==> config.mk <==
export PLATFORM = sky130hd
export DESIGN_NAME = microcode_sequencer
export DESIGN_NICKNAME = d
export VERILOG_FILES = /design/src/rtl/microcode_sequencer.sv
export SDC_FILE = /design/constraint.sdc
export NUM_CORES = 1
export LEC_CHECK = 0
export ABC_AREA = 1
export CAP_MARGIN = 10
export CORE_MARGIN = 2
export CORE_UTILIZATION = 40
export CTS_BUF_LIST = sky130_fd_sc_hd__clkbuf_8
export DETAILED_ROUTE_END_ITERATION = 8
export PLACE_DENSITY = 0.93
export SYNTH_ARGS = -nofsm -noshare
export SYNTH_HDL_FRONTEND = slang
export SYNTH_SLANG_ARGS = --single-unit
==> constraint.sdc <==
create_clock -name clk -period 2.5 [get_ports clk]
set_clock_uncertainty 0.15 [all_clocks]
set_input_delay 0.25 -clock clk [delete_from_list [all_inputs] [get_ports clk]]
set_output_delay 0.25 -clock clk [all_outputs]
set_load 0.05 [all_outputs]
==> src/rtl/microcode_sequencer.sv <==
// Instruction sequencer for the 8-bit bus CPU: walks T-states and decodes the opcode into the 15-bit control word.
// Latency: control_word, instr_done and halted are combinational from the current T-state, opcode and flags; state advances one step per clock.
// Backpressure: hold aborts to IDLE on the next edge. In IDLE, run or a one-cycle step starts an instruction. HALT can only be left through reset.
//
// Ports:
//   clk, rst_n      clock; asynchronous active-low reset
//   opcode[3:0]     IR opcode, decoded from T3 onward
//   cf, zf          ALU carry / zero flags, sampled combinationally in T3
//   run, step, hold run level, single-instruction pulse, abort-to-IDLE strap
//   control_word    {Cp,Ep,Lp,nLma,nLmd,nCE,nLr,nLi,nEi,nLa,Ea,sub,Eu,nLb,nLo}
//   t_state         0-5 while executing, 7 in IDLE and HALT
//   instr_done      high during the final T-state of each instruction
//   halted          high in HALT
module microcode_sequencer #(
   parameter logic [14:0] IDLE_WORD = 15'h0FE3
) (
   input  logic        clk,
   input  logic        rst_n,
   input  logic [3:0]  opcode,
   input  logic        cf,
   input  logic        zf,
   input  logic        run,
   input  logic        step,
   input  logic        hold,
   output logic [14:0] control_word,
   output logic [2:0]  t_state,
   output logic        instr_done,
   output logic        halted
);

   // Bit positions within the control word.
   localparam int B_CP   = 14;
   localparam int B_EP   = 13;
   localparam int B_LP   = 12;
   localparam int B_NLMA = 11;
   localparam int B_NLMD = 10;
   localparam int B_NCE  = 9;
   localparam int B_NLR  = 8;
   localparam int B_NLI  = 7;
   localparam int B_NEI  = 6;
   localparam int B_NLA  = 5;
   localparam int B_EA   = 4;
   localparam int B_SUB  = 3;
   localparam int B_EU   = 2;
   localparam int B_NLB  = 1;
   localparam int B_NLO  = 0;

   localparam logic [3:0] OP_LDA = 4'h1;
   localparam logic [3:0] OP_ADD = 4'h2;
   localparam logic [3:0] OP_SUB = 4'h3;
   localparam logic [3:0] OP_STA = 4'h4;
   localparam logic [3:0] OP_LDI = 4'h5;
   localparam logic [3:0] OP_JMP = 4'h6;
   localparam logic [3:0] OP_JC  = 4'h7;
   localparam logic [3:0] OP_JZ  = 4'h8;
   localparam logic [3:0] OP_OUT = 4'hE;
   localparam logic [3:0] OP_HLT = 4'hF;

   // T0-T5 are encoded as their own T-state numbers, so t_state can be taken straight from the state register.
   typedef enum logic [2:0] {
      S_T0   = 3'd0,
      S_T1   = 3'd1,
      S_T2   = 3'd2,
      S_T3   = 3'd3,
      S_T4   = 3'd4,
      S_T5   = 3'd5,
      S_HALT = 3'd6,
      S_IDLE = 3'd7
   } state_t;

   state_t      state;
   logic [14:0] word;
   logic        last;

   // Decode. word starts as IDLE_WORD; each step only flips the bits it asserts.
   // last marks the final step of the current opcode. Any unlisted step is treated as final,
   // so an opcode that changes mid-instruction cannot strand the sequencer.
   always_comb begin
      word = IDLE_WORD;
      last = 1'b0;
      case (state)
         S_T0: begin
            word[B_EP]   = 1'b1;
            word[B_NLMA] = 1'b0;
         end
         S_T1: word[B_CP] = 1'b1;
         S_T2: begin
            word[B_NCE] = 1'b0;
            word[B_NLI] = 1'b0;
         end
         S_T3: begin
            case (opcode)
               OP_LDA, OP_ADD, OP_SUB, OP_STA: begin
                  word[B_NEI]  = 1'b0;
                  word[B_NLMA] = 1'b0;
               end
               OP_LDI: begin
                  word[B_NEI] = 1'b0;
                  word[B_NLA] = 1'b0;
                  last        = 1'b1;
               end
               OP_JMP, OP_JC, OP_JZ: begin
                  // A failed conditional jump leaves the idle word but still ends here.
                  if (opcode == OP_JMP || (opcode == OP_JC && cf) || (opcode == OP_JZ && zf)) begin
                     word[B_NEI] = 1'b0;
                     word[B_LP]  = 1'b1;
                  end
                  last = 1'b1;
               end
               OP_OUT: begin
                  word[B_EA]  = 1'b1;
                  word[B_NLO] = 1'b0;
                  last        = 1'b1;
               end
               default: last = 1'b1;   // NOP, 9-D and HLT: idle T3
            endcase
         end
         S_T4: begin
            case (opcode)
               OP_LDA: begin
                  word[B_NCE] = 1'b0;
                  word[B_NLA] = 1'b0;
                  last        = 1'b1;
               end
               OP_ADD, OP_SUB: begin
                  word[B_NCE] = 1'b0;
                  word[B_NLB] = 1'b0;
               end
               OP_STA: begin
                  word[B_EA]   = 1'b1;
                  word[B_NLMD] = 1'b0;
               end
               default: last = 1'b1;
            endcase
         end
         S_T5: begin
            case (opcode)
               OP_ADD, OP_SUB: begin
                  word[B_EU]  = 1'b1;
                  word[B_NLA] = 1'b0;
                  word[B_SUB] = (opcode == OP_SUB);
               end
               OP_STA:  word[B_NLR] = 1'b0;
               default: word = IDLE_WORD;
            endcase
            last = 1'b1;
         end
         default: word = IDLE_WORD;   // IDLE, HALT
      endcase
   end

   always_ff @(posedge clk or negedge rst_n) begin
      if (!rst_n) begin
         state <= S_IDLE;
      end else begin
         case (state)
            S_HALT: state <= S_HALT;
            S_IDLE: begin
               if (!hold && (run || step))
                  state <= S_T0;
            end
            default: begin
               if (hold)
                  state <= S_IDLE;
               else if (last) begin
                  if (state == S_T3 && opcode == OP_HLT)
                     state <= S_HALT;
                  else
                     state <= run ? S_T0 : S_IDLE;
               end else
                  state <= state_t'(state + 3'd1);
            end
         endcase
      end
   end

   assign control_word = word;
   assign t_state      = (state == S_HALT) ? 3'd7 : state;
   assign instr_done   = last;
   assign halted       = (state == S_HALT);

endmodule
; Word-level counts from Yosys, hierarchy flattened
; Cells that the tools add are included.
[totals]
reg_bits = 3
in_bits = 11
wordCells = 71
[op_classes]
n_addsub = 1
eq_ne = 18
n_mux = 36
n_reduce_logical = 15
[ops]
columns = cell, n
row1 = $mux 1, 22
row2 = $mux 3, 6
row3 = $eq 4x3->1 const B, 4
row4 = $eq 3x3->1 const B, 4
row5 = $eq 4x4->1 const B, 3
row6 = $reduce_or 3->1, 3
row7 = $eq 4x2->1 const B, 2
row8 = $eq 3x2->1 const B, 2
row9 = $pmux 1 s2, 3
row10 = $pmux 2 s3, 1
row11 = $pmux 3 s2, 1
row12 = $reduce_or 5->1, 1
row13 = $eq 4x1->1 const B, 1
row14 = $logic_and 1x1->1, 4
row15 = $mux 2, 2
row16 = $reduce_or 4->1, 1
row17 = $add 3x1->3 const B, 1
row18 = $eq 3x1->1 const B, 1
row19 = $logic_not 3->1, 1
row20 = $logic_or 1x1->1, 3
row21 = $pmux 1 s3, 1
row22 = $ne 2x2->1 const B, 1
row23 = $reduce_or 2->1, 1
row24 = $logic_not 1->1, 1

; Logic depth before layout (Yosys ltp)
; Gate-level depths: netlist (run 1).
[logic_depth]
ltp_word = 7
depth_mapped = 10

; Worst setup path after synthesis (run 1)
; Ideal clock, no wire load.
[synth_timing]
kind = register to output
from = reg state[0]
to = out control_word[6]
arrival_ns = 2.791
required_time_ns = 2.100
slack_ns = -0.691
stages_incl_launch_ff = 5
path_buffers = 0
path_cell_list = dfstp_2 -> ha_1 -> ha_1 -> a21boi_0 -> a21oi_1
[synth_between]
elab_chain_len = 2
[synth_rtl]
columns = item, line_no
row1 = "start, declared", 71  ; state_t state;
row2 = "start signal, assigned", 169  ; state <= run ? S_T0 : S_IDLE;
row3 = "start signal, assigned", 171  ; state <= state_t'(state + 3'd1);
row4 = $eq 3x2->1, 81  ; case (state)
row5 = $mux 1, --
row6 = "end, declared", 25  ; output logic [14:0] control_word,
; No other way between the ends.

; Worst setup path in the final report (run 1)
[layout_timing]
from = reg state[0]
to = out halted
[layout_between]
elab_chain_len = 1
[layout_rtl]
columns = item, line_no
row1 = $eq 3x3->1, 180  ; assign halted = (state == S_HALT);
row2 = "end, declared", 28  ; output logic halted
; No other way between the ends.

==> metrics.txt, run 1 <==
status complete, no violations; postcts setup bufs 0; Power, Total 0.00134 W; WL final 1760 um; Place WS 0.329 ns; crit path max fanout 4; DIE HEIGHT 42.5 um; CTS tree yes; flip-flop count of the largest register after layout 3; Total GRT Usage a little over a fifth; Min-Delay Path Class in -> async; row cnt 13; top_reg_cell synth dfstp_2; top cell type by total area after synthesis dfstp_2; core area ~0.0013 mm^2; Synth top area share a little over an eighth; antenna violations before repair 0; WP buf/inv 3; H-tree depth 1; crit path cell chain inv_1 > ha_1 > nand2_1 > inv_1 > clkdlybuf4s50_1; DIE AREA about 0.0018 mm^2; CP max stage delay approximately 0.70 ns; Slew headroom between 60% and 70%; Longest Clk Path Bufs 2; GPL Wtd Cong between 0.8 and 0.9; first-pass GRT wire length approximately 3000 um; largest registers state (3); RSZ-0062 raised after global routing false; Buffers on Ports 30; nets about 140; final setup fails 0; register-to-register setup slack approximately 0.63 ns; GRT overflow 0; Post-synth top cells 20 x nand2_1, 15 x inv_1, 9 x nor2_1; register area share after synthesis 13.3%; Fin Setup TNS 0 ns; post-route ant nets 0; final hold vios 0; area delta synth->final 77.4%; ys async rst share between 90% and 100%; leak pwr roughly 0.52 nW; Synth Net Count ~110; Top Family by Delay on Critical Path buffers and inverters; worst-margin pin slew approximately 0.5 ns; CP Capture Type output port; final worst setup slack between 0.1 and 0.15 ns; top cells by area, synth dfstp_2 13%, ha_1 13%, nand2_1 13%, inv_1 9.5%, nand3_4 8.9%; Slowest cell on crit path clkdlybuf4s50_1; antenna cell count 0; Residual DRC 0; Num Clock Sinks 3; Req. time, crit path between 2 and 2.5 ns; most numerous cell in the Yosys netlist nand2_1; # IOs 31; Pwr per Cell Area 1270 mW/mm^2; Fillers around 100; Initial DRC Count 17; die width approximately 42 um; fraction of layout cells with a size suffix above 1 approximately 28%; DR pass1 iterations 4; max-slew violations 0; largest net degree at the start of global routing 10; Synth Register Bits 3; syn_area_per_cell ~6.5 um^2; Arr. time, crit path about 2.0 ns; DP Wirelength about 1400 um; Setup crit start kind flop; Cells after Synth just over 90; Syn Std Cell Area approximately 590 um^2; Clock transition at path regs about 0.03 ns; post-synth cell types 26; initial core utilization 44.4%; type of the worst setup path reg -> out; maximum clock rate roughly 420 MHz; fin crit period approximately 2.4 ns; drt wl/cell approximately 13 um; Reg with most FFs state; worst vdd ir 1.02 mV; max-cap viol count 0; Period Utilization, post-route a little over nine tenths; Crit path top cell by count inv_1; Post-synth EDFFs 0; vias in the first global route 735; post-layout util around 79%; DR vias 717; Ys Warns 0; Avg Vias per Cell slightly above 5; Clk Latency, worst-skew pair approximately 0.21 ns; root buf cell clkbuf_8; CTS buffer count 3
-- cell families after synthesis --
| family | Yosys count | synth area share, % |
|---|---|---|
| and+or+nand+nor | 52 | 48.6 |
| buffers and inverters | 19 | 13.5 |
| AOI/OAI and AO/OA | 11 | 11.8 |
| adders and majority gates | 6 | 12.7 |
| DFF | 3 | 13.3 |
-- metal layers --
layer	GRT usage, %	up-vias	wire length [um]	share of wire, %
li1	-	361	-	-
met1	19.8	324	673	38
met2	41.2	26	970	55
met3	3.45	6	71	4.0
met4	15.6	0	46	2.6
met5	0	-	0	0
-- worst register-to-register path, delay by kind of cell, from the launching register on --
kind / cells / cell delay [ns]
fa+ha+maj: 2 / 0.50
compound gates: 1 / 0.23
simple gates: 5 / 0.39
flops: 1 / 0.55
-- where the power goes --
| group | internal, W | switching [W] |
|---|---|---|
| combinational | 0.000417 | 0.000662 |
| sequential | 0.0000921 | 0.0000338 |
| clock | 0.000104 | 0.0000291 |
| total | 0.000613 | 0.000724 |
-- final timing paths --
| path | end | depth (start not counted) | from |
|---|---|---|---|
| min in group clk | state[0] | 2 | state[0] |
| worst max register to register | state[2] | 8 | state[0] |
| worst max-delay path | halted | 5 | state[0] |
| max in group asynchronous | state[2] | 1 | rst_n |
| worst min-delay path | state[0] | 1 | rst_n |
| worst min register to register | state[0] | 2 | state[0] |
-- per-stage QoR --
stage	instance area [um^2]	hold WS, ns	std cells
after floorplan	598	-0.0478	91
after global placement	1000	0.330	135
after detailed placement	1000	0.341	135
after CTS	1050	0.258	139
after global routing	1050	0.288	139
final	1050	0.260	139
-- final cells by class --
| cell class | count | area [um^2] | share of cell area, % |
|---|---|---|---|
| multi-input combinational | 69 | 442 | 42.1 |
| timing repair buffer | 31 | 400 | 38.1 |
| sequential | 3 | 78.8 | 7.51 |
| inverter | 17 | 65.1 | 6.20 |
| clock buffer | 3 | 41.3 | 3.93 |
| tap | 15 | 18.8 | 1.79 |
| clock inverter | 1 | 3.75 | 0.358 |
-- cell usage in the layout (no fill, tap or decap), drive strengths merged --
cell	n
nand4	4
nor4	1
o211ai	1
o21ai	5
ha	6
a21boi	1
inv	17
nand3b	1
buf	14
nor2	12
nand3	9
o21a	1
o221ai	1
clkbuf	3
nor3	2
a21oi	2
nand2	23
clkdlybuf4s50	17
dfstp	3
clkinv	1
-- timing repair --
action	CTS	global route
setup endpoints to repair	0	1
resized for setup	0	1
hold buffers	0	0
hold endpoints to repair	0	0
Power figures use the tool's default switching activity.
==> run 2, diff against run 1 <==
CTS_CLUSTER_SIZE = 24   (was unset)
PLACE_DENSITY = 0.89   (was 0.93)
==> metrics.txt, run 2 (synthesis gave the netlist of run 1 again) <==
row cnt 13 (unchanged); root buf cell clkbuf_8 (unchanged); Slowest cell on crit path clkdlybuf4s50_1 (unchanged); first-pass GRT wire length 2950 um (was 2980 um); sw power 0.000729 W (was 0.000724 W); Reg power frac 9.5% (was 9.4%); Req. time, crit path 2.10 ns (about the same); maximum clock rate 415 MHz (was 419 MHz); worst-margin pin slew 0.526 ns (was 0.505 ns); Clk Latency, worst-skew pair 0.22 ns (was 0.21 ns); placed cells 135 (unchanged); post-layout util 79.1% (was 78.7%); Power Internal 0.000613 W (about the same); Reg with most FFs state (unchanged); Crit Reg-Reg Endpoint state[2] (unchanged); Fin Setup TNS 0 ns (unchanged); Avg Vias per Cell 5.17 (was 5.16); GR Layer Usage met1 20.1% (was 19.8%); final hold vios 0 (unchanged); antenna cell count 0 (unchanged); Pwr per Cell Area 1270 mW/mm^2 (about the same); cts hold-fix bufs 0 (unchanged); most frequent cells in the layout 19 x nand2_1, 16 x inv_1, 16 x clkdlybuf4s50_1 (was 19 x nand2_1, 17 x clkdlybuf4s50_1, 16 x inv_1); crit path max fanout 4 (unchanged); CTS buffer count 3 (unchanged); fin crit period 2.41 ns (was 2.39 ns); core area 0.00133 mm^2 (unchanged); nets 142 (unchanged); DR vias 719 (was 717); die width 42.5 um (unchanged); CP max stage delay 0.70 ns (about the same); Clock transition at path regs 0.03 ns (about the same); reg2reg path depth 8 (unchanged); # IOs 31 (unchanged); RR Startpoint state[0] (unchanged); status complete, no violations (unchanged); clock power share 10.1% (was 10.0%); max-cap viol count 0 (unchanged); Worst Setup SP state[0] (unchanged); DIE HEIGHT 42.5 um (unchanged); Min-Delay Path Class in -> async (unchanged); DIE AREA 0.00180 mm^2 (unchanged); Register Area 78.8 um^2 (unchanged); worst vdd ir 1.12 mV (was 1.02 mV); Fillers 110 (was 103); initial core utilization 44.4% (unchanged); fin cells 139 (unchanged); multi-input gate area in the final layout 444 um^2 (was 442 um^2); commonest non-fill, non-tap cell in the layout nand2_1 (unchanged); combinational share of power 80.4% (was 80.6%); Period Utilization, post-route 96.5% (was 95.4%); GRT busiest layer met2 (unchanged); register-to-register setup slack 0.54 ns (was 0.63 ns); Buffers on Ports 30 (unchanged); Total GRT Usage 21.6% (was 21.5%); Net Sw Frac 54.4% (was 54.2%); antenna violations before repair 0 (unchanged); type of the worst setup path reg -> out (unchanged); crit path cell chain inv_1 > ha_1 > nand2_1 > inv_1 > clkdlybuf4s50_1 (unchanged); GRT met3 Usage 4.74% (was 3.45%); largest registers state (3) (unchanged); GRT overflow 0 (unchanged); Crit path top cell by count inv_1 (unchanged); Slew headroom 64.9% (was 66.2%); Hold WS 0.277 ns (was 0.260 ns); GPL Wtd Cong 0.837 (was 0.833); Arr. time, crit path 2.01 ns (was 1.99 ns); CTS tree yes (unchanged); CP Capture Type output port (unchanged); area delta synth->final 78.2% (was 77.4%); Initial DRC Count 8 (was 17); Num Clock Sinks 3 (unchanged); flip-flop count of the largest register after layout 3 (unchanged); WL final 1800 um (was 1760 um); fraction of layout cells with a size suffix above 1 28.2% (unchanged); max-slew violations 0 (unchanged); Longest Clk Path Bufs 2 (unchanged); RSZ-0062 raised after global routing false (unchanged); met2 Resource Use GR 40.0% (was 41.2%); drt wl/cell 13.0 um (was 12.7 um); DR pass1 iterations 4 (unchanged); leak pwr 0.526 nW (was 0.515 nW); final setup fails 0 (unchanged); DP Wirelength 1490 um (was 1450 um); Residual DRC 0 (unchanged); largest net degree at the start of global routing 10 (unchanged); post-route ant nets 0 (unchanged); H-tree depth 1 (unchanged); vias in the first global route 700 (was 735); Setup crit start kind flop (unchanged); critical path endpoint halted (unchanged)
run 2: cell count changes in the layout (fill, tap and decap cells not counted):
cell	before	now
ha_2	1	0
ha_1	5	6
nor3_1	2	1
clkdlybuf4s50_1	17	16
nor3_2	0	1
dlymetal6s2s_1	0	1
run 2: metal layers:
layer	vias up	part of all wire, %
li1	363	-
met5	-	0
met3	6	5.8
met2	31	52
met4	0	3.6
met1	319	38
run 2: worst min-delay path by stage:
stage	end	slack [ns]	cells after the start
floorplan	state[0]	-0.05	0
global placement	state[0]	0.33	2
detailed placement	state[0]	0.36	2
CTS	state[1]	0.27	1
global route	state[1]	0.30	1
finish	state[1]	0.28	1
run 2: timing repair:
item,CTS,global route
endpoints found under the setup margin,0,2
setup buffers,0,0
resized for setup,0,2
run 2: through the flow:
step / worst slack [ns] / total power, W / instance area, um^2
after global placement: 0.382 / 0.00117 / 1000
after floorplan: 0.0554 / 0.000799 / 598
final: 0.0881 / 0.00134 / 1050
after detailed placement: 0.320 / 0.00120 / 1000
after global routing: 0.00334 / 0.00143 / 1050
after CTS: 0.0565 / 0.00135 / 1050
run 2: worst max-delay path: cells and delay by family, from the launching register on:
family | cells | cell delay [ns]
buffers and inverters | 3 | 0.87
flip-flops | 1 | 0.55
adder cells (fa/ha/maj) | 1 | 0.23
AND/OR/NAND/NOR | 1 | 0.13
run 2: cell type report:
type | count | area share [%]
clock buffer | 3 | 3.91
inverter | 17 | 6.17
sequential | 3 | 7.47
timing repair buffer | 31 | 38.2
tap | 15 | 1.78
clock inverter | 1 | 0.356
multi-input combinational | 69 | 42.1
run 2: power groups by stage:
stage	logic (W)	registers, W	clock network (W)
2_1_floorplan	0.000682	0.000116	0
3_3_place_gp	0.00105	0.000122	0
3_5_place_dp	0.00107	0.000127	0
4_1_cts	0.00108	0.000127	0.000141
5_1_grt	0.00115	0.000131	0.000149
6_report	0.00108	0.000127	0.000136
